===== config.mk =====
export PLATFORM = sky130hd
export DESIGN_NAME = ps2_key_scheduler
export DESIGN_NICKNAME = d
export VERILOG_FILES = /design/src/rtl/ps2_key_scheduler.sv
export SDC_FILE = /design/constraint.sdc
export NUM_CORES = 1
export LEC_CHECK = 0
export ABC_CLOCK_PERIOD_IN_PS = 1950
export BUFFER_PORTS_ARGS = -buffer_cell sky130_fd_sc_hd__buf_2
export CORE_ASPECT_RATIO = 2
export CORE_UTILIZATION = 56
export CTS_BUF_LIST = sky130_fd_sc_hd__clkbuf_4
export DETAILED_ROUTE_END_ITERATION = 10
export PLACE_DENSITY = 0.82
export SETUP_SLACK_MARGIN = 0.5
export SLEW_MARGIN = 20
export SYNTH_ARGS = -nofsm -noshare
export SYNTH_HDL_FRONTEND = slang
export SYNTH_SLANG_ARGS = --single-unit

===== constraint.sdc =====
create_clock -name clk -period 1.95 [get_ports clk]
set_input_delay 0.195 -clock clk [delete_from_list [all_inputs] [get_ports clk]]
set_output_delay 0.195 -clock clk [all_outputs]
set_load 0.03 [all_outputs]

===== src/rtl/ps2_key_scheduler.sv =====
// PS/2 scancode decoder and event scheduler.
// Received bytes are decoded into key events. The decoder strips the E0 and
// F0 prefixes and records them as the ext and brk flags of each event.
// Events are held in a small circular FIFO until the consumer acknowledges them.
module ps2_key_scheduler #(
  parameter int          FIFO_DEPTH = 4,
  parameter logic [15:0] TIMEOUT    = 16'd50000
) (
  input  logic       clk,
  input  logic       reset,
  input  logic       rx_ready,
  input  logic [7:0] rx_data,
  output logic       ev_valid,
  output logic [7:0] ev_code,
  output logic       ev_ext,
  output logic       ev_break,
  input  logic       ev_ack,
  input  logic       ovf_clr,
  output logic       overflow,
  output logic       seq_err
);

  localparam int            AW       = (FIFO_DEPTH > 1) ? $clog2(FIFO_DEPTH) : 1;
  localparam logic [AW:0]   FULL_CNT = (AW+1)'(FIFO_DEPTH);
  localparam logic [AW-1:0] PTR_ONE  = AW'(1);
  localparam logic [AW:0]   CNT_ONE  = (AW+1)'(1);

  typedef enum logic [1:0] {
    IDLE     = 2'd0,
    GOT_E0   = 2'd1,
    GOT_F0   = 2'd2,
    GOT_E0F0 = 2'd3
  } state_t;

  state_t        state_r;
  state_t        state_nx_s;
  logic [15:0]   to_cnt_r;
  logic          run_r;
  logic          byte_s;
  logic          push_s;
  logic          push_ext_s;
  logic          push_brk_s;
  logic          err_s;

  logic [AW-1:0] wr_ptr_r;
  logic [AW-1:0] rd_ptr_r;
  logic [AW:0]   count_r;
  logic [9:0]    mem_r [FIFO_DEPTH];
  logic [9:0]    head_s;
  logic          pop_s;
  logic          full_s;
  logic          wr_en_s;
  logic          drop_s;

  // A byte only counts once the block has seen one clock edge out of reset.
  assign byte_s = rx_ready & run_r;

  // Decode the received byte against the current prefix state. The timeout applies only when no byte arrives.
  always_comb begin
    state_nx_s = state_r;
    push_s     = 1'b0;
    push_ext_s = 1'b0;
    push_brk_s = 1'b0;
    err_s      = 1'b0;
    if (byte_s) begin
      if ((rx_data == 8'h00) || (rx_data == 8'hFF)) begin
        state_nx_s = IDLE;
        err_s      = 1'b1;
      end else begin
        case (state_r)
          IDLE: begin
            case (rx_data)
              8'hE0:   state_nx_s = GOT_E0;
              8'hF0:   state_nx_s = GOT_F0;
              default: push_s     = 1'b1;
            endcase
          end
          GOT_E0: begin
            case (rx_data)
              8'hF0:   state_nx_s = GOT_E0F0;
              8'hE0:   state_nx_s = GOT_E0;
              default: begin
                push_s     = 1'b1;
                push_ext_s = 1'b1;
                state_nx_s = IDLE;
              end
            endcase
          end
          GOT_F0: begin
            case (rx_data)
              8'hF0:   state_nx_s = GOT_F0;
              8'hE0: begin
                state_nx_s = GOT_E0;
                err_s      = 1'b1;
              end
              default: begin
                push_s     = 1'b1;
                push_brk_s = 1'b1;
                state_nx_s = IDLE;
              end
            endcase
          end
          GOT_E0F0: begin
            case (rx_data)
              8'hE0, 8'hF0: begin
                state_nx_s = IDLE;
                err_s      = 1'b1;
              end
              default: begin
                push_s     = 1'b1;
                push_ext_s = 1'b1;
                push_brk_s = 1'b1;
                state_nx_s = IDLE;
              end
            endcase
          end
          default: state_nx_s = IDLE;
        endcase
      end
    end else if ((state_r != IDLE) && (to_cnt_r == (TIMEOUT - 16'd1))) begin
      state_nx_s = IDLE;
      err_s      = 1'b1;
    end else begin
      state_nx_s = state_r;
    end
  end

  // Mark the first edge after reset release so the byte arriving on that edge is dropped.
  always_ff @(posedge clk or negedge reset) begin
    if (!reset) begin
      run_r <= 1'b0;
    end else begin
      run_r <= 1'b1;
    end
  end

  // Decoder state, inter-byte timeout counter and registered error pulse.
  always_ff @(posedge clk or negedge reset) begin
    if (!reset) begin
      state_r  <= IDLE;
      to_cnt_r <= 16'd0;
      seq_err  <= 1'b0;
    end else begin
      state_r <= state_nx_s;
      seq_err <= err_s;
      if (rx_ready || (state_r == IDLE)) begin
        to_cnt_r <= 16'd0;
      end else begin
        to_cnt_r <= to_cnt_r + 16'd1;
      end
    end
  end

  // A push into a full FIFO succeeds only when a pop frees a slot on the same edge.
  assign full_s  = (count_r == FULL_CNT);
  assign pop_s   = ev_valid & ev_ack;
  assign wr_en_s = push_s & (~full_s | pop_s);
  assign drop_s  = push_s & full_s & ~pop_s;

  // Event storage, circular pointers and occupancy count.
  always_ff @(posedge clk or negedge reset) begin
    if (!reset) begin
      wr_ptr_r <= {AW{1'b0}};
      rd_ptr_r <= {AW{1'b0}};
      count_r  <= {(AW+1){1'b0}};
      for (int i = 0; i < FIFO_DEPTH; i++) begin
        mem_r[i] <= 10'd0;
      end
    end else begin
      if (wr_en_s) begin
        mem_r[wr_ptr_r] <= {push_ext_s, push_brk_s, rx_data};
        wr_ptr_r        <= wr_ptr_r + PTR_ONE;
      end
      if (pop_s) begin
        rd_ptr_r <= rd_ptr_r + PTR_ONE;
      end
      case ({wr_en_s, pop_s})
        2'b10:   count_r <= count_r + CNT_ONE;
        2'b01:   count_r <= count_r - CNT_ONE;
        default: count_r <= count_r;
      endcase
    end
  end

  // Sticky overflow flag. A new drop takes priority over a clear on the same edge.
  always_ff @(posedge clk or negedge reset) begin
    if (!reset) begin
      overflow <= 1'b0;
    end else if (drop_s) begin
      overflow <= 1'b1;
    end else if (ovf_clr) begin
      overflow <= 1'b0;
    end else begin
      overflow <= overflow;
    end
  end

  // The head entry is shown directly from storage and is masked to zero when the FIFO is empty.
  assign head_s   = mem_r[rd_ptr_r];
  assign ev_valid = (count_r != {(AW+1){1'b0}});
  assign ev_code  = ev_valid ? head_s[7:0] : 8'h00;
  assign ev_ext   = ev_valid & head_s[9];
  assign ev_break = ev_valid & head_s[8];

endmodule


==> summary.txt, run 1 <==
Slowest stage delay, CP - 500 ps
Crit-path cells - clkbuf_16, mux4_2, and2_4, buf_6
Synthesized flop and latch total - 68
Post-route setup slack - -94.09 ps
I/O pin cnt - 26
Max frequency - 0.4892 GHz
Fin crit share - 104.8%
Routed WL - 10.61 mm
Worst-skew pair later-pin latency - 440 ps
Largest net degree at the start of global routing - 69
Crit-path max FO - 4
Area growth from synthesis to layout - 44.55%
Startpoint types - flop
Placed Cells - 385
Gr ovfl total - 0
Worst Clk Skew - 23.68 ps
Final Power - 0.007384 W
First-pass GRT wire length - 14.83 mm
Die Height - 111.4 µm
Failing checks - design-rule violations, negative setup slack
DR iter-0 viols - 143
Yosys top cell area share - 50.78%
Filler cells - 255
Slowest CP cell - mux4_2
Crit path time final - 2044 ps
Routed length per placed instance - 24.38 µm
Final ANT Viol Nets - 0
Post-Place Worst Slack - -196.2 ps
# Max-Cap Violations - 0
Cell variety after synth - 40
Placeable Area - 0.005758 mm²
Min-Delay Path Class - in2reg
Drc violations - 8
Avg Vias per Cell - 6.283
Standard-cell row count - 39
H-tree depth - 3
DR vias - 2733
Fin. max-slew vios - 0
CTS root buf - clkbuf_4
Ranking of synthesized cells by area - dfrtp_1 51%, mux2_2 13%, mux4_2 6.7%
GRT Util Overall - 31.98%
Post-route cell area - 0.004843 mm²
RSZ-0062 raised after global routing - true
Non-filler cells, final - 435
Max VDD drop - 0.7972 mV
Port bufs - 25
CP Data Arrival Time - 1850 ps
CTS tree - built
Initial antenna violation count - 0
Post-Syn Area - 0.003351 mm²
Starting Density - 58.19%
Status - complete, but fails checks
GPL Wtd Cong - 0.7787
Clock transition at path regs - 110 ps
Cts bufs inserted - 9
Post-DP HPWL - 4.963 mm
Clock tree sinks - 68
Syn Nets - 294
Syn. warnings - 0
Drt pass-1 iters - 7
Synth area leader - dfrtp_1
Placement Cell Area - 0.003881 mm²
Die width - 56.70 µm
CP endpoint kind - primary output
Die ar. - 0.006315 mm²
Syn_area_per_cell - 12.18 µm²
Layout cells sized above 1 - 56.95%
CP required - 1750 ps
WS Path Type - reg2out
Final Hold Viols - 0
ANT cells - 0
Final net count - 388
Vias in the first global route - 2836
Register area share after synthesis - 50.78%
Pwr/cell area - 1525 mW/mm²
Post-Synthesis Cells - 275
Clock Path Buffers - 2
P_leak - 2.234 nW
# setup viols final - 12
==> per-layer routing <==
layer | routed length [µm] | up-vias | GRT usage (%) | part of all wire [%]
met4 | 550 | 0 | 19.33 | 5.2
met2 | 5886 | 108 | 56.59 | 55
met3 | 444 | 39 | 6.272 | 4.2
met1 | 3724 | 1406 | 34.00 | 35
li1 | - | 1180 | - | -
met5 | 0 | - | 0 | 0
==> critical path: cells and delay by family, from the launching register on <==
| kind | cells | cell delay [ps] |
|---|---|---|
| DFF | 1 | 460 |
| muxes | 1 | 500 |
| buffers and inverters | 2 | 310 |
| and+or+nand+nor | 1 | 160 |
==> sequential cells by signal, summed over array words and instances, names as in the netlist <==
register	cells
wr_ptr_r	2
rd_ptr_r	2
seq_err	1
to_cnt_r	16
overflow	1
mem_r	40
state_r	2
run_r	1
count_r	3
==> cell usage after synthesis <==
library cell / n
and3_1: 2
fa_1: 1
o31ai_1: 3
nor4_1: 2
ha_1: 5
clkbuf_1: 6
nor4b_1: 2
o21ba_2: 1
buf_1: 1
mux2_2: 39
o21a_1: 1
buf_2: 2
nand2_1: 10
mux4_2: 10
nand4_1: 6
a21oi_1: 10
or2_2: 1
o31a_1: 1
a22oi_1: 2
nor3_1: 6
o21bai_1: 1
a21oi_4: 1
conb_1: 1
or4_1: 2
and2_1: 13
mux2_1: 1
o21ai_0: 11
o2111ai_1: 1
nor2_1: 22
nand2_4: 4
xnor2_1: 9
nand3_1: 8
a21boi_2: 1
xor2_1: 6
or3_1: 5
o41ai_1: 1
inv_1: 7
o2111a_1: 1
or3_4: 1
dfrtp_1: 68
==> what timing repair did <==
| action | CTS | global route |
|---|---|---|
| hold buffers | 2 | 0 |
| endpoints found under the hold margin | 69 | 0 |
| setup endpoints to repair | 67 | 66 |
| resized for setup | 89 | 38 |
| cloned | 6 | 1 |
| pin swaps | 21 | 20 |
| buffers inserted | 13 | 12 |
==> layout by cell type, fill, tap and decap left out, types with 9 or more instances in the layout <==
cell type	synthesis	routed
a21oi_1	10	9
mux4_2	10	10
clkbuf_4	0	10
mux2_4	0	38
buf_2	2	14
buf_6	0	18
dfrtp_1	68	63
buf_4	0	46
and2_4	0	12
nor2_1	22	20
==> cell families after synthesis <==
kind of cell             synth area share (%)
XOR/XNOR                                3.921
other                                  0.1119
flip-flops                              50.78
AND/OR/NAND/NOR                         13.74
buffers and inverters                   1.867
multiplexers                            20.16
adder cells (fa/ha/maj)                 2.465
AO/OA/AOI/OAI                           6.946
==> power by group <==
group	internal (W)	switching [W]	leakage, nW	total [W]
clock network	0.000264	0.000512	0.0650	0.000776
logic	0.00237	0.00189	1.33	0.00426
registers	0.00193	0.000421	0.843	0.00235
total	0.00456	0.00282	2.23	0.00738
==> final timing paths <==
kind | startpoint | endpoint | slack [ps] | depth (start not counted)
max | rd_ptr_r[0] | ev_code[3] | -90 | 4
min in group asynchronous | reset | mem_r[25] | 290 | 3
max in group asynchronous | reset | to_cnt_r[10] | 1310 | 3
min | rx_data[2] | mem_r[22] | 120 | 2
max reg2reg | run_r | mem_r[11] | -20 | 7
min reg2reg | to_cnt_r[0] | to_cnt_r[0] | 500 | 1
==> per-stage QoR <==
stage	hold slack, ps	util [%]	setup TNS, ps
3_3_place_gp	237.6	67.41	-119.3
6_report	122.2	84.12	-717.6
5_1_grt	103.9	84.12	-2233
4_1_cts	82.49	79.36	-744.9
3_5_place_dp	236.4	67.41	-846.6
2_1_floorplan	-100.6	-	-98.68
==> layout make-up <==
class                   count  area [µm²]  share of cell area [%]
clock buffers              10       75.07                   1.550
flip-flops and latches     68        1708                   35.26
repair buffers             88       803.3                   16.58
inverters                   7       26.28                  0.5425
multi-input cells         195        2123                   43.84
clock inverters             6       31.28                  0.6458
well taps                  61       76.32                   1.576
No activity file was read; power rests on OpenSTA's default activity.
==> inputs of run 2 (changes only) <==
Settings changed: ABC_CLOCK_PERIOD_IN_PS 1950 to 2300, CORE_UTILIZATION 56 to 49, PLACE_DENSITY 0.82 to 0.71.
Clock period 1.95 ns to 2.3 ns, I/O delays scaled along.
==> run 2 against run 1 <==
  * The run now ends clean
  * Worst hold slack got worse by 1.5 ps
  * Global-route usage decreased by 9.1 points
  * Via count decreased by 13%
  * Core utilization decreased by 21 points
  * Final cell count decreased by 1.6%
  * Design area decreased by 14%
  * Clock skew decreased by 7.0 ps
  * Combinational power decreased by 39%
  * Wire length decreased by 30%
  * Sequential power decreased by 19%
  * Non-clock buffer count decreased by 31
  * Largest power group unchanged
==> summary.txt, run 2 (synthesis results as in run 1) <==
GPL Wtd Cong - 0.8216 (was 0.7787)
Final Hold Viols - 0 (unchanged)
# Max-Cap Violations - 0 (unchanged)
Final ANT Viol Nets - 0 (unchanged)
Standard-cell row count - 42 (was 39)
Routed length per placed instance - 17.31 µm (was 24.38 µm)
Clock power share - 14.9% (was 10.5%)
Fin. max-slew vios - 0 (unchanged)
Most frequent cells in the layout - 65 x dfrtp_1, 39 x mux2_2, 23 x buf_2, 23 x buf_4, 21 x nor2_1 (was 63 x dfrtp_1, 46 x buf_4, 38 x mux2_4)
Switching share of power - 35.84% (was 38.20%)
Startpoint types - flop (unchanged)
WL met3 - 184 µm (was 444 µm)
Clock transition at path regs - 100 ps (was 110 ps)
Setup TNS - 0 ps (was -717.6 ps)
Routed met2 length - 4.186 mm (was 5.886 mm)
Drc violations - 0 (was 8)
# setup viols final - 0 (was 12)
CTS root buf - clkbuf_4 (unchanged)
Register share of total power - 35.9% (was 31.8%)
DR top layer - met4 (unchanged)
Drt pass-1 iters - 4 (was 7)
WS Path Type - reg2reg (was reg2out)
Commonest non-fill, non-tap cell in the layout - dfrtp_1 (unchanged)
CP endpoint kind - flop (was primary output)
H-tree depth - 3 (unchanged)
Max frequency - 0.4943 GHz
Initial antenna violation count - 1 (was 0)
DR iter-0 viols - 103 (was 143)
Layout cells sized above 1 - 44.54% (was 56.95%)
Area growth from synthesis to layout - 24.83% (was 44.55%)
Biggest registers after layout - mem_r x40, to_cnt_r x16, count_r x3 (unchanged)
Most flops, register - mem_r (unchanged)
Net Sw Power - 0.001897 W (was 0.002821 W)
Non-filler cells, final - 428 (was 435)
Placed Cells - 390 (was 385)
Gr ovfl total - 0 (unchanged)
Largest net degree at the start of global routing - 45 (was 69)
Worst-skew pair later-pin latency - 430 ps (was 440 ps)
Starting Density - 50.60% (was 58.19%)
Worst-Margin Slew - 578.4 ps
Status - finished, final reports clean (was complete, but fails checks)
Crit-path max FO - 3 (was 4)
Pwr/cell area - 1266 mW/mm² (was 1525 mW/mm²)
Worst Clk Skew - 16.64 ps (was 23.68 ps)
Clock Path Buffers - 2 (unchanged)
DR vias - 2372 (was 2733)
Routed WL - 7.408 mm (was 10.61 mm)
Min-Delay Path Class - in2reg (unchanged)
Avg Vias per Cell - 5.542 (was 6.283)
Max_slew headroom - 61.44%
First-pass GRT wire length - 11.87 mm (was 14.83 mm)
GRT Util Overall - 22.88% (was 31.98%)
Crit path time final - 2023 ps
Die Height - 118.9 µm (was 111.4 µm)
Part of the power in combinational logic - 49.2% (was 57.7%)
Vias in the first global route - 2476 (was 2836)
Die ar. - 0.007193 mm² (was 0.006315 mm²)
CP Data Arrival Time - 2330 ps (was 1850 ps)
Clock tree sinks - 68 (unchanged)
WL met1 - 2.840 mm (was 3.724 mm)
CP required - 2600 ps (was 1750 ps)
Fin crit share - 87.95%
Port bufs - 25 (unchanged)
Placeable Area - 0.006621 mm² (was 0.005758 mm²)
Final net count - 353 (was 388)
Post-DP HPWL - 4.793 mm (was 4.963 mm)
CTS tree - built (unchanged)
Max VDD drop - 0.4841 mV (was 0.7972 mV)
I/O pin cnt - 26 (unchanged)
P_leak - 1.781 nW (was 2.234 nW)
Max reg flops - 40 (unchanged)
Cts bufs inserted - 9 (unchanged)
Cell Int Power - 0.003396 W (was 0.004563 W)
RSZ-0062 raised after global routing - true (unchanged)
Die width - 60.48 µm (was 56.70 µm)
==> run 2: cell types whose count changed in the layout (fill, tap and decap cells not counted), moves of 5 or more <==
| cell | delta |
|---|---|
| mux2_2 | +37 |
| mux2_4 | -37 |
| buf_4 | -23 |
| buf_6 | -14 |
| and2_1 | +10 |
| and2_4 | -10 |
| buf_2 | +9 |
| nor3_1 | +5 |
==> run 2: worst paths after layout <==
kind                             start          end  slack (ps)  depth (start not counted)
min reg2reg                to_cnt_r[0]  to_cnt_r[0]         510                          1
max                         count_r[0]   count_r[1]         280                          7
min                         rx_data[3]    mem_r[13]         120                          2
max reg2reg                 count_r[0]   count_r[1]         280                          7
min in group asynchronous        reset    mem_r[35]         320                          2
max in group asynchronous        reset  rd_ptr_r[0]        1310                          3
==> run 2: worst max-delay path: stages, from the launching register on <==
cell and delay (ps):
dfrtp_2 410, or3_4 440, buf_6 140, nand2_4 60
nor2_4 40, fa_2 480, o31ai_2 230, o31ai_1 110
==> run 2: layout make-up <==
type | instances | area, µm²
antenna | 1 | 2.502
multi-input combinational | 191 | 1743
timing repair buffer | 57 | 455.4
inverter | 7 | 26.28
clock buffer | 14 | 105.1
tap | 88 | 110.1
sequential | 68 | 1705
fill | 521 | 2439
clock inverter | 2 | 35.03
==> run 2: power groups by stage <==
stage / Sequential, W / Clock, W / Combinational (W)
2_1_floorplan: 0.00183 / 0 / 0.00166
3_3_place_gp: 0.00192 / 0 / 0.00205
3_5_place_dp: 0.00195 / 0 / 0.00209
4_1_cts: 0.00189 / 0.000818 / 0.00247
5_1_grt: 0.00195 / 0.000872 / 0.00279
6_report: 0.00190 / 0.000789 / 0.00261
==> run 2: metrics by stage <==
stage	total power, W	cell area, µm²	util (%)	worst slack, ps	hold WS, ps
6_report	0.005293	4183	63.17	277.1	120.6
4_1_cts	0.005182	4076	61.56	231.3	88.36
3_5_place_dp	0.004047	3699	55.86	23.39	264.6
3_3_place_gp	0.003977	3699	55.86	109.1	260.9
5_1_grt	0.005607	4183	63.17	177.7	94.90
2_1_floorplan	0.003485	3403	-	216.3	-65.59
==> run 2: timing repair <==
action / in CTS / in global routing
hold buffers: 2 / 0
pin swaps: 9 / 11
endpoints found under the hold margin: 25 / 0
gates cloned: 1 / 0
endpoints found under the setup margin: 55 / 54
setup buffers: 15 / 3
gates resized for setup: 22 / 11
==> run 2: layer usage <==
metal  global-route usage [%]  up-vias
met5                        0        -
met4                    11.65        0
met3                    5.537       16
met2                    40.04       40
met1                    24.08     1207
li1                         -     1109
==> inputs of run 3 (changes only) <==
Settings changed: CORE_UTILIZATION 49 to 50, PLACE_DENSITY 0.71 to 0.72.
==> run 3 against run 2 <==
  * Sequential share of layout area decreased by 1.2 points
  * Non-clock buffer count increased by 5
  * Final cell count increased by 0.23%
  * First-iteration DRC count increased by 25%
  * Worst hold slack improved by 17 ps
  * Power increased by 8.2%
  * Register-to-register slack got worse by 50 ps
  * Design area increased by 3.2%
  * Clock power decreased by 28%
  * Critical path type is now reg2out
  * Largest cell class unchanged
==> summary.txt, run 3 (synthesis results as in run 1) <==
Slowest CP cell - mux4_2 (was fa_2)
Final net count - 362 (was 353)
Cts bufs inserted - 9 (unchanged)
CTS root buf - clkbuf_4 (unchanged)
First-pass GRT wire length - 11.99 mm (was 11.87 mm)
Worst Clk Skew - 18.43 ps (was 16.64 ps)
Worst-skew pair later-pin latency - 420 ps (was 430 ps)
Largest net degree at the start of global routing - 27 (was 45)
Final Hold Viols - 0 (unchanged)
Final ANT Viol Nets - 0 (unchanged)
Final Power - 0.005727 W (was 0.005293 W)
Min-Delay Path Class - in2reg (unchanged)
H-tree depth - 3 (unchanged)
Crit-path max FO - 5 (was 3)
Die width - 59.89 µm (was 60.48 µm)
Layout cells sized above 1 - 47.81% (was 44.54%)
Die ar. - 0.007053 mm² (was 0.007193 mm²)
Max VDD drop - 0.4590 mV (was 0.4841 mV)
Setup TNS - 0 ps (unchanged)
Startpoint types - flop (unchanged)
Avg Vias per Cell - 5.867 (was 5.542)
Commonest non-fill, non-tap cell in the layout - dfrtp_1 (unchanged)
Placeable Area - 0.006412 mm² (was 0.006621 mm²)
Gr ovfl total - 0 (unchanged)
WP buf/inv - 3 (was 1)
Reg2Reg Setup Slack - 230 ps (was 280 ps)
Top Family by Delay on Critical Path - multiplexers (was simple AND/OR/NAND/NOR gates)
Non-filler cells, final - 429 (was 428)
Placed Cells - 389 (was 390)
Routed WL - 8.935 mm (was 7.408 mm)
GRT Util Overall - 23.07% (was 22.88%)
Port bufs - 25 (unchanged)
Clock Path Buffers - 2 (unchanged)
CP Data Arrival Time - 1850 ps (was 2330 ps)
Worst-Margin Slew - 501.7 ps (was 578.4 ps)
Pwr/cell area - 1326 mW/mm² (was 1266 mW/mm²)
CTS tree - built (unchanged)
# Max-Cap Violations - 0 (unchanged)
Max_slew headroom - 66.56% (was 61.44%)
Standard-cell row count - 41 (was 42)
RSZ-0062 raised after global routing - true (unchanged)
Max frequency - 0.4806 GHz (was 0.4943 GHz)
CP required - 2070 ps (was 2600 ps)
Area growth from synthesis to layout - 28.86% (was 24.83%)
Vias in the first global route - 2539 (was 2476)
Most frequent CP cell - buf_6
Routed length per placed instance - 20.83 µm (was 17.31 µm)
Initial antenna violation count - 0 (was 1)
Status - finished, final reports clean (unchanged)
I/O pin cnt - 26 (unchanged)
Drt pass-1 iters - 4 (unchanged)
GPL Wtd Cong - 0.8384 (was 0.8216)
Fin crit share - 90.47% (was 87.95%)
CP endpoint kind - primary output (was flop)
Crit path time final - 2081 ps (was 2023 ps)
Die Height - 117.8 µm (was 118.9 µm)
Biggest registers after layout - mem_r x40, to_cnt_r x16, count_r x3 (unchanged)
ANT cells - 0 (was 1)
Max reg flops - 40 (unchanged)
P_leak - 1.825 nW (was 1.781 nW)
Clock tree sinks - 68 (unchanged)
Crit-path cells - buf_6, buf_12, mux4_2, and2_4, buf_6 (was or3_4, buf_6, nand2_4, nor2_4, fa_2, o31ai_2, o31ai_1)
Drc violations - 0 (unchanged)
DR vias - 2517 (was 2372)
Slowest stage delay, CP - 510 ps (was 480 ps)
Starting Density - 52.25% (was 50.60%)
Clock transition at path regs - 110 ps (was 100 ps)
Most frequent cells in the layout - 62 x dfrtp_1, 38 x mux2_2, 26 x buf_4 (was 65 x dfrtp_1, 39 x mux2_2, 23 x buf_2, 23 x buf_4, 21 x nor2_1)
Fin. max-slew vios - 0 (unchanged)
WS Path Type - reg2out (was reg2reg)
DR iter-0 viols - 129 (was 103)
# setup viols final - 0 (unchanged)
Most flops, register - mem_r (unchanged)
Post-DP HPWL - 4.892 mm (was 4.793 mm)
==> run 3: cell count changes in the layout (fill, tap and decap cells not counted), moves of 5 or more <==
cell / before / now
and2_1: 11 / 2
clkbuf_4: 14 / 9
and2_4: 2 / 11
buf_2: 23 / 14
buf_6: 4 / 15
==> run 3: where the power goes <==
group          switching (W)  total (W)  internal [W]  leakage (nW)
Clock               0.000384   0.000570      0.000186        0.0445
Combinational        0.00148    0.00324       0.00176         0.938
Sequential          0.000285    0.00192       0.00163         0.842
Total                0.00214    0.00573       0.00358          1.83
==> run 3: area by class of cell <==
type                            count  area (µm²)
Clock buffer                        9       67.56
Clock inverter                      2       7.507
Fill cell                         474        2095
Inverter                            7       26.28
Multi-Input combinational cell    195        1833
Sequential cell                    68        1709
Tap cell                           86       107.6
Timing Repair Buffer               62       566.8
==> run 3: worst reg2reg max path: stages, from the launching register on <==
cell and delay [ps]:
dfrtp_2 440, or3_4 440, nand2_4 110, nor2_2 50
fa_2 550, o21ai_1 90, o31ai_1 280
==> run 3: path summary, 6_finish.rpt <==
path / endpoint / cells past startpoint / start
max in group asynchronous: rd_ptr_r[1] / 3 / reset
worst min-delay path: mem_r[11] / 2 / rx_data[1]
worst max-delay path: ev_code[5] / 5 / rd_ptr_r[0]
worst min register to register: to_cnt_r[0] / 1 / to_cnt_r[0]
worst max register to register: count_r[1] / 6 / count_r[1]
min in group asynchronous: mem_r[5] / 2 / reset
==> run 3: stage by stage <==
| stage | area, µm² | util [%] | worst slack (ps) | hold WS [ps] |
|---|---|---|---|---|
| 3_5_place_dp | 3679 | 57.37 | 60.65 | 184.0 |
| 4_1_cts | 4030 | 62.85 | 248.6 | 96.32 |
| 6_report | 4318 | 67.34 | 219.2 | 137.7 |
| 3_3_place_gp | 3679 | 57.37 | 80.54 | 176.0 |
| 5_1_grt | 4318 | 67.34 | 163.0 | 116.5 |
| 2_1_floorplan | 3403 | - | 216.3 | -65.59 |
==> run 3: metal layers <==
layer  GRT usage (%)  routed length, µm  vias to the layer above
li1                -                  -                     1126
met3           4.176                348                       32
met5               0                  0                        -
met4           8.866                454                        0
met1           24.04               3003                     1267
met2           42.78               5128                       92
==> run 3: timing repair <==
| action | in CTS | in global routing |
|---|---|---|
| endpoints found under the hold margin | 18 | 0 |
| resized for setup | 46 | 27 |
| gates cloned | 1 | 5 |
| buffers inserted | 13 | 8 |
| endpoints found under the setup margin | 56 | 56 |
| hold buffers | 2 | 0 |
| pin swaps | 14 | 10 |
